## config.mk

```make
export PLATFORM = sky130hd
export DESIGN_NAME = corescore_uart_tx
export DESIGN_NICKNAME = d
export VERILOG_FILES = /design/src/rtl/corescore_uart_tx.sv
export SDC_FILE = /design/constraint.sdc
export NUM_CORES = 1
export LEC_CHECK = 0
export CORE_UTILIZATION = 57
export DETAILED_ROUTE_END_ITERATION = 10
export PLACE_DENSITY = 0.94
export SYNTH_ARGS = -nofsm -noshare
export SYNTH_HDL_FRONTEND = slang
export SYNTH_SLANG_ARGS = --single-unit
export TNS_END_PERCENT = 20
```

## constraint.sdc

```tcl
create_clock -name i_clk -period 4.11 [get_ports i_clk]
set_input_delay 0.822 -clock i_clk [delete_from_list [all_inputs] [get_ports i_clk]]
set_output_delay 0.822 -clock i_clk [all_outputs]
set_load 0.02 [all_outputs]
```

## src/rtl/corescore_uart_tx.sv

```systemverilog
// Stream-to-UART transmitter: serialises valid/ready/last byte beats as 8N1/8N2 frames,
// optionally following each last-flagged beat with a line-feed frame.
module corescore_uart_tx #(
    parameter int CLKS_PER_BIT = 16,
    parameter int STOP_BITS    = 1,
    parameter int APPEND_LF    = 0
) (
    input  logic       i_clk,
    input  logic       i_rst,
    input  logic [7:0] i_tdata,
    input  logic       i_tlast,
    input  logic       i_tvalid,
    output logic       o_tready,
    output logic       o_uart_tx,
    output logic       o_busy
);

    localparam int BW = (CLKS_PER_BIT > 1) ? $clog2(CLKS_PER_BIT) : 1;
    localparam logic [BW-1:0] BAUD_LAST = BW'(CLKS_PER_BIT - 1);
    localparam logic [2:0]    STOP_LAST = 3'(STOP_BITS - 1);

    typedef enum logic [1:0] {IDLE, START, DATA, STOP} state_t;

    state_t        state, state_nx;
    logic [BW-1:0] baud, baud_nx;
    logic [2:0]    bit_idx, bit_idx_nx;
    logic [7:0]    shift, shift_nx;
    logic          lf_pending, lf_nx;
    logic          tx_nx, tready_nx;
    logic          baud_end;

    assign baud_end = (baud == BAUD_LAST);
    assign o_busy   = (state != IDLE);

    always_ff @(posedge i_clk) begin
        if (i_rst) begin
            state      <= IDLE;
            baud       <= '0;
            bit_idx    <= '0;
            shift      <= '0;
            lf_pending <= 1'b0;
            o_uart_tx  <= 1'b1;
            o_tready   <= 1'b0;
        end else begin
            state      <= state_nx;
            baud       <= baud_nx;
            bit_idx    <= bit_idx_nx;
            shift      <= shift_nx;
            lf_pending <= lf_nx;
            o_uart_tx  <= tx_nx;
            o_tready   <= tready_nx;
        end
    end

    // Line level is registered, so each branch sets the value for the *next* cycle.
    always_comb begin
        state_nx   = state;
        baud_nx    = baud_end ? '0 : baud + 1'b1;
        bit_idx_nx = bit_idx;
        shift_nx   = shift;
        lf_nx      = lf_pending;
        tx_nx      = o_uart_tx;
        tready_nx  = 1'b0;
        case (state)
            IDLE: begin
                tx_nx      = 1'b1;
                tready_nx  = 1'b1;
                baud_nx    = '0;
                bit_idx_nx = '0;
                if (i_tvalid && o_tready) begin
                    shift_nx  = i_tdata;
                    lf_nx     = (APPEND_LF != 0) && i_tlast;
                    tready_nx = 1'b0;
                    tx_nx     = 1'b0;
                    state_nx  = START;
                end
            end
            START: begin
                if (baud_end) begin
                    state_nx   = DATA;
                    tx_nx      = shift[0];
                    bit_idx_nx = '0;
                end
            end
            DATA: begin
                if (baud_end) begin
                    if (bit_idx == 3'd7) begin
                        state_nx   = STOP;
                        tx_nx      = 1'b1;
                        bit_idx_nx = '0;
                    end else begin
                        shift_nx   = shift >> 1;
                        tx_nx      = shift[1];
                        bit_idx_nx = bit_idx + 3'd1;
                    end
                end
            end
            STOP: begin
                if (baud_end) begin
                    if (bit_idx == STOP_LAST) begin
                        if (lf_pending) begin
                            shift_nx = 8'h0A;
                            lf_nx    = 1'b0;
                            tx_nx    = 1'b0;
                            state_nx = START;
                        end else begin
                            state_nx  = IDLE;
                            tready_nx = 1'b1;
                        end
                    end else begin
                        bit_idx_nx = bit_idx + 3'd1;
                    end
                end
            end
            default: state_nx = IDLE;
        endcase
    end

endmodule

```

-- Word level (Yosys, flattened, before mapping)
Index checks and enable logic that the tools add are counted.
- reduce and logical (&&, ||, !) cells: 12
- multiplexer cells: 37
- equal/unequal tests: 14
- $add $sub $neg: 2
- operator list (operator ; number):
    $mux W8 ; 6
    $pmux W8 S3 ; 1
    $ne A2 B2 Y1 const B ; 9
    $mux W3 ; 5
    $mux W1 ; 14
    $mux W2 ; 6
    $pmux W3 S4 ; 1
    $pmux W2 S4 ; 1
    $reduce_and A4 Y1 ; 2
    $reduce_and A7 Y1 ; 1
    $reduce_and A6 Y1 ; 1
    $reduce_and A5 Y1 ; 1
    $add A4 B1 Y4 const B ; 1
    $eq A2 B2 Y1 const B ; 2
    $eq A4 B4 Y1 const B ; 1
    $pmux W1 S2 ; 2
    $pmux W1 S4 ; 1
    $reduce_bool A2 Y1 ; 2
    $add A3 B1 Y3 const B ; 1
    $eq A3 B3 Y1 const B ; 1
    $logic_not A3 Y1 ; 1
    $reduce_bool A3 Y1 ; 1
    $reduce_or A3 Y1 ; 1
    $eq A2 B1 Y1 const B ; 1
    other kinds (2) ; 2
- input bits: 12
- output and inout port bits: 3
- word-level logic and storage cells: 72
- register bits after elaboration: 20

-- Depth between registers and ports, before layout
Gate-level depths: netlist (run 1).
- depth after elaboration: 4
- mapped depth: 7

-- Worst setup path after synthesis (run 1)
No wires, ideal clock.
- path kind: input-to-reg
- start point: input i_tvalid
- end point: register shift[4]
- buffers on the path: 1
- stages: 5
- arrival time: 1873 ps
- setup slack: 2157 ps
- library setup time: 79 ps
- cell sequence: a21boi_0 -> a2111oi_4 -> buf_6 -> nor2_1 -> a211oi_2
- word-level cells in the longest chain between the ends: 3
- RTL lines (what ; RTL line ; source):
    from (decl) ; 12 ; input logic i_tvalid,
    $logic_and A1 B1 Y1 ; 70 ; if (i_tvalid && o_tready) begin
    $ne A2 B2 Y1 (no line) ; - ;
    $reduce_and A7 Y1 (no line) ; - ;
    to (signal assigned) ; 48 ; shift <= shift_nx;
    to (decl) ; 27 ; logic [7:0] shift, shift_nx;
No other way between the ends.
A chain may end at the register's enable or synchronous reset.

-- Worst setup path after layout (run 1)
- start point: input i_tvalid
- end point: register shift[3]
Same word-level chain as after synthesis.

==> results of run 1 <==
state kept, by name, summed over array words and instances, names as in the netlist:
register	cells
shift	8
baud	4
bit_idx	3
state	2
o_tready	1
o_uart_tx	1
area by class of cell:
type                    instances  area [um2]
flip-flops and latches         19       380.4
repair buffers                 13       130.1
fillers                       139       519.2
multi-input cells              79       623.1
clock inverters                 1       5.005
inverters                       9       33.78
well taps                      25       31.28
clock buffers                   3       22.52
worst max-delay path, stage by stage:
cell                              delay (ps)
sky130_fd_sc_hd__clkdlybuf4s50_1         480
sky130_fd_sc_hd__a21boi_0                220
sky130_fd_sc_hd__a2111oi_4               890
sky130_fd_sc_hd__nor2_1                  150
sky130_fd_sc_hd__a311oi_1                430
logic make-up after synthesis:
| family | count (synthesis) | synth area share, % |
|---|---|---|
| AOI/OAI and AO/OA | 32 | 25.41 |
| xor gates and xnor gates | 2 | 1.647 |
| adders and majority gates | 11 | 12.94 |
| buffers and inverters | 14 | 5.646 |
| DFF | 19 | 35.76 |
| muxes | 3 | 2.824 |
| and+or+nand+nor | 31 | 15.77 |
cells in the final DEF, fill, tap and decap left out, types with 2 or more instances in the layout:
master	instances
sky130_fd_sc_hd__a22oi_1	4
sky130_fd_sc_hd__a21oi_1	5
sky130_fd_sc_hd__clkbuf_4	3
sky130_fd_sc_hd__nor2_1	12
sky130_fd_sc_hd__nand3_1	2
sky130_fd_sc_hd__a211oi_1	2
sky130_fd_sc_hd__mux2i_1	3
sky130_fd_sc_hd__clkdlybuf4s50_1	13
sky130_fd_sc_hd__or3_1	2
sky130_fd_sc_hd__a311oi_1	2
sky130_fd_sc_hd__ha_1	11
sky130_fd_sc_hd__dfxtp_1	19
sky130_fd_sc_hd__nor3b_1	2
sky130_fd_sc_hd__o21ai_0	3
sky130_fd_sc_hd__nand2_1	3
sky130_fd_sc_hd__nor3_1	2
sky130_fd_sc_hd__a211oi_2	3
sky130_fd_sc_hd__inv_1	9
worst paths after layout:
check	startpoint	to	depth (start not counted)
worst min-delay path	baud[0]$_SDFF_PP0_	baud[0]$_SDFF_PP0_	1
worst min register to register	baud[0]$_SDFF_PP0_	baud[0]$_SDFF_PP0_	1
worst max register to register	state[1]$_SDFFE_PP0P_	shift[3]$_SDFFE_PP0P_	6
worst max-delay path	i_tvalid	shift[3]$_SDFFE_PP0P_	5
where the power goes:
group | leakage (uW) | switching [uW] | total (uW) | internal, uW
combinational | 0.000337 | 208 | 366 | 158
sequential | 0.000156 | 30.8 | 260 | 229
clock | 0.0000177 | 61.3 | 97.6 | 36.3
stage by stage:
step | cells | utilization, % | cell area, um2 | hold WS [ps] | power (uW)
floorplan | 112 | - | 1064 | 417.5 | 541.0
global placement | 145 | 68.67 | 1199 | 429.2 | 598.9
detailed placement | 145 | 68.67 | 1199 | 457.4 | 619.7
CTS | 149 | 70.25 | 1226 | 473.1 | 724.7
global route | 149 | 70.25 | 1226 | 501.8 | 773.5
finish | 149 | 70.25 | 1226 | 468.9 | 723.7
per-layer routing:
| metal | global-route usage (%) | vias up | wire (um) |
|---|---|---|---|
| met5 | 0 | - | 0 |
| met4 | 15.76 | 0 | 56 |
| met3 | 5.600 | 8 | 72 |
| met2 | 40.58 | 15 | 1102 |
| met1 | 28.36 | 419 | 955 |
| li1 | - | 433 | - |
==> insert_results.sql, run 1 <==
INSERT INTO impl_metrics (metric_group, metric, value, unit) VALUES
('layout', 'antenna-diode-count', '0', ''),
('clock_network', 'cts-resized-gates', '0', ''),
('power_and_ir_drop', 'static-leakage-power', '0.0005099', 'uW'),
('drt', 'drt-wirelength-per-cell', '14.67', 'um'),
('drt', 'drt_iter0_markers', '8', ''),
('logic_synthesis', 'yosysWarningCount', '0', ''),
('layout', 'layout-drive-gt1-share', '8.065', '%'),
('clock_network', 'htreeDepth', '1', ''),
('critical_path', 'start_to_end_type_of_the_worst_setup_path', 'in2reg', ''),
('logic_synthesis', 'post_synth_inst_count', '112', ''),
('layout', 'finish.net_count', '148', ''),
('logic_synthesis', 'post_synthesis_sequential_area_ratio', '35.76', '%'),
('critical_path', 'worstPathArrival', '2990', 'ps'),
('logic_synthesis', 'syn_area', '1064', 'um2'),
('drt', 'total_wirelength', '2.186', 'mm'),
('timing', 'setup_viol_count_final', '0', ''),
('timing', 'finalHoldViolations', '0', ''),
('timing', 'period_minus_slack', '2811', 'ps'),
('drt', 'drt_first_pass_iters', '4', ''),
('clock_network', 'clock_tree.buffer_depth', '2', ''),
('flow_run', 'maxCapViolCount', '0', ''),
('critical_path', 'r2r_slack', '1510', 'ps'),
('placement', 'placement.setup.worst_slack', '1261', 'ps'),
('logic_synthesis', 'dominantRegCellSynth', 'sky130_fd_sc_hd__dfxtp_1', ''),
('critical_path', 'critPathCaptureType', 'flop', ''),
('timing', 'drv_slew', '0', ''),
('placement', 'dpl.hpwl', '1.578', 'mm'),
('status', 'run_status', 'finished clean', ''),
('drt', 'route.vias.total', '875', ''),
('floorplanning', 'fp.dieH', '45.20', 'um'),
('clock_network', 'cts.sink_count', '19', ''),
('global_route', 'grt_ovf', '0', ''),
('floorplanning', 'design.core.area', '1745', 'um2'),
('clock_network', 'worst_setup_hold_path_clk_slew', '120', 'ps'),
('timing', 'setup_repair_after_global_routing_missed_its_margin', 'no', ''),
('floorplanning', 'die-area', '2043', 'um2'),
('timing', 'fin_worst_setup_slack', '1299', 'ps'),
('clock_network', 'cts_hold_repair.buffers', '0', ''),
('power_and_ir_drop', 'irDropWorstVdd', '0.3057', 'mV'),
('logic_synthesis', 'synth_most_common_cell', 'sky130_fd_sc_hd__dfxtp_1', ''),
('logic_synthesis', 'ys_ff_latch', '19', ''),
('clock_network', 'post_cts_setup_buffer_count', '0', ''),
('logic_synthesis', 'synth.top_cell.area_share', '35.76', '%'),
('clock_network', 'clock_latency', '310', 'ps'),
('logic_synthesis', 'syn_nets', '135', ''),
('worst_hold_path', 'hp-class', 'reg2reg', ''),
('global_route', 'gr-usage-all-layers', '24.58', '%'),
('floorplanning', 'floorplan.io_pins', '15', ''),
('clock_network', 'cts_inserted_buffers', '3', ''),
('logic_synthesis', 'synth_enable_flop_cells', '0', ''),
('timing', 'max_freq', '0.3557', 'GHz'),
('logic_synthesis', 'synth_common_cells', '19 x sky130_fd_sc_hd__dfxtp_1, 12 x sky130_fd_sc_hd__nor2_1, 11 x sky130_fd_sc_hd__ha_1', ''),
('critical_path', 'worst-path-max-fanout', '16', ''),
('global_route', 'number_of_global_route_vias_before_repair', '851', ''),
('clock_network', 'clockRootBuffer', 'sky130_fd_sc_hd__clkbuf_4', ''),
('critical_path', 'timing.critical_path.required', '4290', 'ps'),
('timing', 'setup-tns-final', '0', 'ps'),
('global_route', 'antenna_found_initial', '0', ''),
('power_and_ir_drop', 'cellPowerDensity', '590.2', 'nW/um2'),
('timing', 'skew', '11.81', 'ps'),
('timing', 'final.period_utilization', '68.40', '%'),
('floorplanning', 'start_util', '60.93', '%'),
('timing', 'worst-slew-pin-transition', '902.2', 'ps'),
('drt', 'final_antenna_net_count', '0', ''),
('logic_synthesis', 'synth_largest_area_cell', 'sky130_fd_sc_hd__dfxtp_1', ''),
('drt', 'remaining_drc_errors', '0', ''),
('floorplanning', 'number_of_rows_in_the_core_area', '15', ''),
('placement', 'buffer_ports.inserted', '13', ''),
('drt', 'drt-vias-per-instance', '5.872', ''),
('timing', 'maxSlewHeadroom', '39.85', '%'),
('placement', 'globalplace.congestion', '0.8884', ''),
('logic_synthesis', 'mean_cell_area_of_the_mapped_netlist', '9.496', 'um2'),
('floorplanning', 'die_w', '45.20', 'um'),
('global_route', 'grt_max_degree', '17', ''),
('clock_network', 'tritoncts', 'built', ''),
('logic_synthesis', 'synth.top_cells.by_area', 'sky130_fd_sc_hd__dfxtp_1 36%, sky130_fd_sc_hd__ha_1 13%, sky130_fd_sc_hd__nor2_1 4.2%', ''),
('layout', 'area.growth.synth_to_final', '15.29', '%'),
('logic_synthesis', 'synth.lib_cells_used.distinct', '41', ''),
('logic_synthesis', 'asyncSetResetFlopFracSynth', '0', '%'),
('global_route', 'grt_first_pass_wirelength', '3.601', 'mm'),
('critical_path', 'critical_path.startpoint_type', 'primary input', '');
Power figures use the tool's default switching activity.
==> run 2: changes to the inputs <==
Settings changed: CORE_UTILIZATION 57 to 47, PLACE_DENSITY 0.94 to 0.84.
Clock period 4.11 ns to 2.4 ns, I/O delays scaled along.
==> run 2 against run 1 <==
Against the previous run: routed wire length decreased by 4.5%; sequential power increased by 70%; total power increased by 76%; clock power increased by 67%; combinational power increased by 84%; final cell count increased by 3.4%; worst hold slack got worse by 11 ps; die area increased by 20%; non-clock buffer count increased by 3; design area increased by 3.1%.
==> insert_results.sql, run 2 (synthesized netlist as in run 1, its figures left out) <==
INSERT INTO impl_metrics (metric_group, metric, value, unit) VALUES
('timing', 'maxSlewHeadroom', '58.67', '%'),
('worst_hold_path', 'min_path_cells', '1', ''),
('floorplanning', 'number_of_rows_in_the_core_area', '16', ''),
('global_route', 'grt_ovf', '0', ''),
('drt', 'drt_iter0_markers', '15', ''),
('drt', 'route.top_layer_used', 'met4', ''),
('clock_network', 'clock_latency', '300', 'ps'),
('clock_network', 'post_cts_setup_buffer_count', '0', ''),
('worst_hold_path', 'min-delay-start', 'baud[0]$_SDFF_PP0_', ''),
('critical_path', 'critical_path.startpoint_type', 'flop', ''),
('critical_path', 'cpMostUsedCell', 'sky130_fd_sc_hd__inv_1', ''),
('drt', 'route.vias.total', '867', ''),
('floorplanning', 'fp.dieH', '49.57', 'um'),
('clock_network', 'cts-resized-gates', '0', ''),
('layout', 'finish.net_count', '151', ''),
('drt', 'drt-vias-per-instance', '5.630', ''),
('clock_network', 'clock_tree.buffer_depth', '2', ''),
('placement', 'placement.setup.worst_slack', '228.7', 'ps'),
('global_route', 'antenna_found_initial', '0', ''),
('timing', 'skew', '5.020', 'ps'),
('critical_path', 'start_to_end_type_of_the_worst_setup_path', 'reg2out', ''),
('placement', 'place.detailed.instances', '150', ''),
('critical_path', 'worstPathArrival', '1740', 'ps'),
('drt', 'total_wirelength', '2.087', 'mm'),
('status', 'run_status', 'finished clean', ''),
('timing', 'worst-slew-pin-transition', '614.4', 'ps'),
('drt', 'm1WireLength', '1.008', 'mm'),
('timing', 'setup_repair_after_global_routing_missed_its_margin', 'no', ''),
('timing', 'setup_viol_count_final', '0', ''),
('critical_path', 'critical_path.reg2reg.startpoint', 'bit_idx[0]$_SDFFE_PP0P_', ''),
('global_route', 'grt_max_degree', '17', ''),
('timing', 'drv_slew', '0', ''),
('drt', 'drt-wirelength-per-cell', '13.55', 'um'),
('layout', 'layout_commonest_cell', 'sky130_fd_sc_hd__dfxtp_1', ''),
('timing', 'max_freq', '0.4505', 'GHz'),
('drt', 'drt_first_pass_iters', '4', ''),
('critical_path', 'timing.critical_path.cells', 'inv_1 > ha_1 > inv_1 > clkdlybuf4s50_1', ''),
('power_and_ir_drop', 'power.total', '1276', 'uW'),
('layout', 'registers.top_by_ff_count', 'shift', ''),
('placement', 'globalplace.congestion', '0.8690', ''),
('critical_path', 'r2r_slack', '380', 'ps'),
('timing', 'period_minus_slack', '2220', 'ps'),
('drt', 'dr_wl_met3', '100', 'um'),
('clock_network', 'cts.sink_count', '19', ''),
('flow_run', 'maxCapViolCount', '0', ''),
('clock_network', 'cts_hold_repair.buffers', '0', ''),
('layout', 'layout-drive-gt1-share', '10.24', '%'),
('floorplanning', 'die_w', '49.57', 'um'),
('critical_path', 'worstReg2RegEnd', 'shift[7]$_SDFFE_PP0P_', ''),
('floorplanning', 'design.core.area', '2042', 'um2'),
('critical_path', 'worst-path-max-fanout', '5', ''),
('timing', 'worst_hold_slack', '458.1', 'ps'),
('layout', 'area.growth.synth_to_final', '18.82', '%'),
('drt', 'met2_wirelength', '938', 'um'),
('drt', 'remaining_drc_errors', '0', ''),
('placement', 'dpl.hpwl', '1.551', 'mm'),
('timing', 'final.period_utilization', '92.49', '%'),
('layout', 'largestRegisters', 'shift (8), baud (4), bit_idx (3)', ''),
('power_and_ir_drop', 'cellPowerDensity', '1010', 'nW/um2'),
('placement', 'buffer_ports.inserted', '13', ''),
('drt', 'final_antenna_net_count', '0', ''),
('floorplanning', 'floorplan.io_pins', '15', ''),
('clock_network', 'worst_setup_hold_path_clk_slew', '110', 'ps'),
('layout', 'most-common-layout-cells', '19 x sky130_fd_sc_hd__dfxtp_1, 13 x sky130_fd_sc_hd__clkdlybuf4s50_1, 12 x sky130_fd_sc_hd__nor2_1, 11 x sky130_fd_sc_hd__ha_1, 9 x sky130_fd_sc_hd__inv_1', ''),
('floorplanning', 'start_util', '52.08', '%'),
('clock_network', 'htreeDepth', '1', ''),
('floorplanning', 'die-area', '2457', 'um2'),
('global_route', 'gr-usage-all-layers', '18.50', '%'),
('layout', 'fin_cells', '154', ''),
('timing', 'finalHoldViolations', '0', ''),
('power_and_ir_drop', 'static-leakage-power', '0.0005288', 'uW'),
('clock_network', 'tritoncts', 'built', ''),
('critical_path', 'worst_r2r_path_depth', '7', ''),
('critical_path', 'timing.critical_path.required', '1920', 'ps'),
('critical_path', 'worst_path_largest_cell_delay', '590', 'ps'),
('layout', 'antenna-diode-count', '0', ''),
('critical_path', 'critPathCaptureType', 'output pin', ''),
('worst_hold_path', 'whs_endpoint', 'baud[0]$_SDFF_PP0_', ''),
('clock_network', 'clockRootBuffer', 'sky130_fd_sc_hd__clkbuf_4', ''),
('worst_hold_path', 'hp-class', 'reg2reg', ''),
('global_route', 'number_of_global_route_vias_before_repair', '777', ''),
('layout', 'largest_reg_flops', '8', ''),
('critical_path', 'critical-path-slowest-cell', 'sky130_fd_sc_hd__clkdlybuf4s50_1', ''),
('power_and_ir_drop', 'irDropWorstVdd', '0.5296', 'mV'),
('clock_network', 'cts_inserted_buffers', '3', ''),
('timing', 'setup-tns-final', '0', 'ps'),
('global_route', 'grt_first_pass_wirelength', '3.456', 'mm'),
('timing', 'fin_worst_setup_slack', '180.3', 'ps');
[run 2: how the worst max path moves through the flow]
stage | from | endpoint | depth (start not counted)
2_1_floorplan | bit_idx[0]$_SDFFE_PP0P_ | shift[4]$_SDFFE_PP0P_ | 7
3_3_place_gp | i_tvalid | shift[7]$_SDFFE_PP0P_ | 6
3_5_place_dp | i_tvalid | shift[7]$_SDFFE_PP0P_ | 6
4_1_cts | state[1]$_SDFFE_PP0P_ | o_busy | 4
5_1_grt | state[1]$_SDFFE_PP0P_ | o_busy | 4
6_report | state[1]$_SDFFE_PP0P_ | o_busy | 4
[run 2: power by group]
group / switching, uW / internal [uW]
registers: 48.9 / 392
clock network: 100 / 62.1
logic: 355 / 317
total: 505 / 771
[run 2: cell type report]
class	instances	area, um2
Fill cell	174	778.2
Multi-Input combinational cell	79	623.1
Sequential cell	19	380.4
Timing Repair Buffer	16	165.2
Inverter	9	33.78
Tap cell	27	33.78
Clock buffer	3	22.52
Clock inverter	1	5.005
[run 2: through the flow]
step	area, um2	utilization, %
after floorplan	1064	-
after global placement	1236	60.54
after detailed placement	1236	60.54
after CTS	1264	61.89
after global routing	1264	61.89
final	1264	61.89
[run 2: critical path: cells and delay by family, from the launching register on]
family | cells | cell delay [ps]
adders and majority gates | 1 | 240
DFF | 1 | 430
buffers and inverters | 3 | 780
[run 2: per-layer routing]
layer | vias to the layer above | global-route usage (%)
met5 | - | 0
met4 | 0 | 8.571
met3 | 5 | 2.778
met2 | 26 | 27.70
met1 | 397 | 25.80
li1 | 439 | -
==> run 3: changes to the inputs <==
Settings changed: CORE_UTILIZATION 47 to 57, PLACE_DENSITY 0.84 to 0.94.
Clock period 2.4 ns to 2.6 ns, I/O delays scaled along.
==> run 3 against run 2 <==
Against the previous run: via count up 2.8%; highest routed layer unchanged; first-iteration DRC count is 120% higher; utilization rose by 10 points; setup slack improved by 150 ps; sequential cell count stayed put.
==> insert_results.sql, run 3 (synthesized netlist as in run 1, its figures left out) <==
INSERT INTO impl_metrics (metric_group, metric, value, unit) VALUES
('status', 'run_status', 'finished clean', ''),
('critical_path', 'worstReg2RegEnd', 'shift[3]$_SDFFE_PP0P_', ''),
('drt', 'route.vias.total', '891', ''),
('drt', 'total_wirelength', '2.103', 'mm'),
('critical_path', 'worstPathArrival', '1750', 'ps'),
('critical_path', 'path_delay_family', 'buffers and inverters', ''),
('clock_network', 'post_cts_setup_buffer_count', '0', ''),
('layout', 'nFillCells', '131', ''),
('timing', 'final.period_utilization', '87.23', '%'),
('drt', 'drt-wirelength-per-cell', '13.75', 'um'),
('floorplanning', 'start_util', '60.93', '%'),
('floorplanning', 'die-area', '2043', 'um2'),
('placement', 'dpl.hpwl', '1.576', 'mm'),
('clock_network', 'clock_latency', '300', 'ps'),
('floorplanning', 'fp.dieH', '45.20', 'um'),
('flow_run', 'maxCapViolCount', '0', ''),
('clock_network', 'clockRootBuffer', 'sky130_fd_sc_hd__clkbuf_4', ''),
('critical_path', 'cpMostUsedCell', 'sky130_fd_sc_hd__inv_1', ''),
('drt', 'remaining_drc_errors', '0', ''),
('critical_path', 'critical-path-slowest-cell', 'sky130_fd_sc_hd__clkdlybuf4s50_1', ''),
('layout', 'antenna-diode-count', '0', ''),
('critical_path', 'critPathCaptureType', 'output pin', ''),
('timing', 'maxSlewHeadroom', '56.79', '%'),
('layout', 'area.growth.synth_to_final', '18.12', '%'),
('worst_hold_path', 'hp-class', 'reg2reg', ''),
('floorplanning', 'design.core.area', '1745', 'um2'),
('power_and_ir_drop', 'cellPowerDensity', '924.1', 'nW/um2'),
('critical_path', 'worst-path-max-fanout', '5', ''),
('layout', 'fin_cells', '153', ''),
('clock_network', 'worst_setup_hold_path_clk_slew', '110', 'ps'),
('power_and_ir_drop', 'irDropWorstVdd', '0.4557', 'mV'),
('timing', 'setup_repair_after_global_routing_missed_its_margin', 'no', ''),
('global_route', 'grt_first_pass_wirelength', '3.443', 'mm'),
('floorplanning', 'number_of_rows_in_the_core_area', '15', ''),
('critical_path', 'worstPathBufferInverterCount', '3', ''),
('layout', 'finish.net_count', '152', ''),
('global_route', 'grt_max_degree', '14', ''),
('critical_path', 'r2r_slack', '560', 'ps'),
('timing', 'setup_viol_count_final', '0', ''),
('global_route', 'antenna_found_initial', '0', ''),
('timing', 'finalHoldViolations', '0', ''),
('placement', 'placement.setup.worst_slack', '410.9', 'ps'),
('layout', 'post-route-cell-area', '1256', 'um2'),
('timing', 'period_minus_slack', '2268', 'ps'),
('clock_network', 'htreeDepth', '1', ''),
('placement', 'place.detailed.instances', '149', ''),
('critical_path', 'timing.critical_path.required', '2080', 'ps'),
('drt', 'drt_iter0_markers', '33', ''),
('critical_path', 'worst_path_largest_cell_delay', '590', 'ps'),
('drt', 'drt-vias-per-instance', '5.824', ''),
('clock_network', 'tritoncts', 'built', ''),
('layout', 'most-common-layout-cells', '19 x sky130_fd_sc_hd__dfxtp_1, 13 x sky130_fd_sc_hd__clkdlybuf4s50_1, 12 x sky130_fd_sc_hd__nor2_1, 11 x sky130_fd_sc_hd__ha_1, 9 x sky130_fd_sc_hd__inv_1', ''),
('global_route', 'grt_ovf', '0', ''),
('timing', 'worst_hold_slack', '457.6', 'ps'),
('placement', 'buffer_ports.inserted', '13', ''),
('clock_network', 'cts-resized-gates', '0', ''),
('critical_path', 'timing.critical_path.cells', 'inv_1 > ha_1 > inv_1 > clkdlybuf4s50_1', ''),
('placement', 'globalplace.congestion', '0.8995', ''),
('layout', 'largestRegisters', 'shift (8), baud (4), bit_idx (3)', ''),
('worst_hold_path', 'min_path_cells', '1', ''),
('timing', 'max_freq', '0.4409', 'GHz'),
('layout', 'largest_reg_flops', '8', ''),
('power_and_ir_drop', 'static-leakage-power', '0.0005303', 'uW'),
('timing', 'skew', '8.214', 'ps'),
('clock_network', 'cts_hold_repair.buffers', '0', ''),
('clock_network', 'clock_tree.buffer_depth', '2', ''),
('placement', 'post_dp_cell_area', '1229', 'um2'),
('worst_hold_path', 'min-delay-start', 'baud[0]$_SDFF_PP0_', ''),
('floorplanning', 'die_w', '45.20', 'um'),
('global_route', 'gr-usage-all-layers', '23.56', '%'),
('layout', 'registers.top_by_ff_count', 'shift', ''),
('clock_network', 'cts_inserted_buffers', '3', ''),
('critical_path', 'worst_r2r_path_depth', '7', ''),
('timing', 'setup-tns-final', '0', 'ps'),
('worst_hold_path', 'whs_endpoint', 'baud[0]$_SDFF_PP0_', ''),
('timing', 'drv_slew', '0', ''),
('floorplanning', 'floorplan.io_pins', '15', ''),
('timing', 'fin_worst_setup_slack', '332.0', 'ps'),
('drt', 'final_antenna_net_count', '0', ''),
('critical_path', 'start_to_end_type_of_the_worst_setup_path', 'reg2out', ''),
('drt', 'drt_first_pass_iters', '4', ''),
('layout', 'layout_commonest_cell', 'sky130_fd_sc_hd__dfxtp_1', ''),
('critical_path', 'critical_path.reg2reg.startpoint', 'state[1]$_SDFFE_PP0P_', ''),
('timing', 'worst-slew-pin-transition', '642.5', 'ps'),
('critical_path', 'critical_path.startpoint_type', 'flop', ''),
('global_route', 'number_of_global_route_vias_before_repair', '793', ''),
('clock_network', 'cts.sink_count', '19', ''),
('layout', 'layout-drive-gt1-share', '10.94', '%');
[run 3: cell count changes in the layout (fill, tap and decap cells not counted), sizes merged]
cell  change
buf       +1
[run 3: power by group]
part	switching, uW	total, uW	leakage, uW	internal (uW)
logic	323	602	0.000357	279
clock network	91.7	149	0.0000177	57.4
registers	47.9	410	0.000156	362
[run 3: worst register-to-register path, stage by stage (launching register included)]
cell	delay [ps]
sky130_fd_sc_hd__dfxtp_1	430
sky130_fd_sc_hd__inv_1	130
sky130_fd_sc_hd__ha_1	240
sky130_fd_sc_hd__a21boi_0	210
sky130_fd_sc_hd__a2111oi_4	400
sky130_fd_sc_hd__buf_4	230
sky130_fd_sc_hd__nor2_1	50
sky130_fd_sc_hd__a311oi_1	260
[run 3: per-layer routing]
| metal | part of all wire, % | vias up | global-route usage (%) |
|---|---|---|---|
| met4 | 1.2 | 0 | 11.52 |
| met3 | 3.8 | 6 | 3.600 |
| met1 | 47 | 410 | 31.53 |
| met2 | 48 | 32 | 36.81 |
| li1 | - | 443 | - |
| met5 | 0 | - | 0 |
[run 3: metrics by stage]
stage / util, % / power (uW)
2_1_floorplan: - / 855.2
3_3_place_gp: 70.39 / 983.1
3_5_place_dp: 70.39 / 1009
4_1_cts: 71.97 / 1163
5_1_grt: 71.97 / 1240
6_report: 71.97 / 1161
[run 3: worst max-delay path by stage]
stage	start	to	slack [ps]	cells past startpoint
2_1_floorplan	bit_idx[0]$_SDFFE_PP0P_	shift[4]$_SDFFE_PP0P_	700	7
3_3_place_gp	i_tvalid	shift[3]$_SDFFE_PP0P_	430	6
3_5_place_dp	i_tvalid	shift[3]$_SDFFE_PP0P_	410	6
4_1_cts	state[1]$_SDFFE_PP0P_	o_busy	320	4
5_1_grt	state[1]$_SDFFE_PP0P_	o_busy	220	4
6_report	state[1]$_SDFFE_PP0P_	o_busy	330	4
[run 3: layout make-up]
type	count	area (um2)	share of cell area, %
inverters	9	33.78	2.689
multi-input cells	79	623.1	49.60
well taps	25	31.28	2.490
repair buffers	17	160.2	12.75
flip-flops and latches	19	380.4	30.28
clock inverters	1	5.005	0.3984
clock buffers	3	22.52	1.793
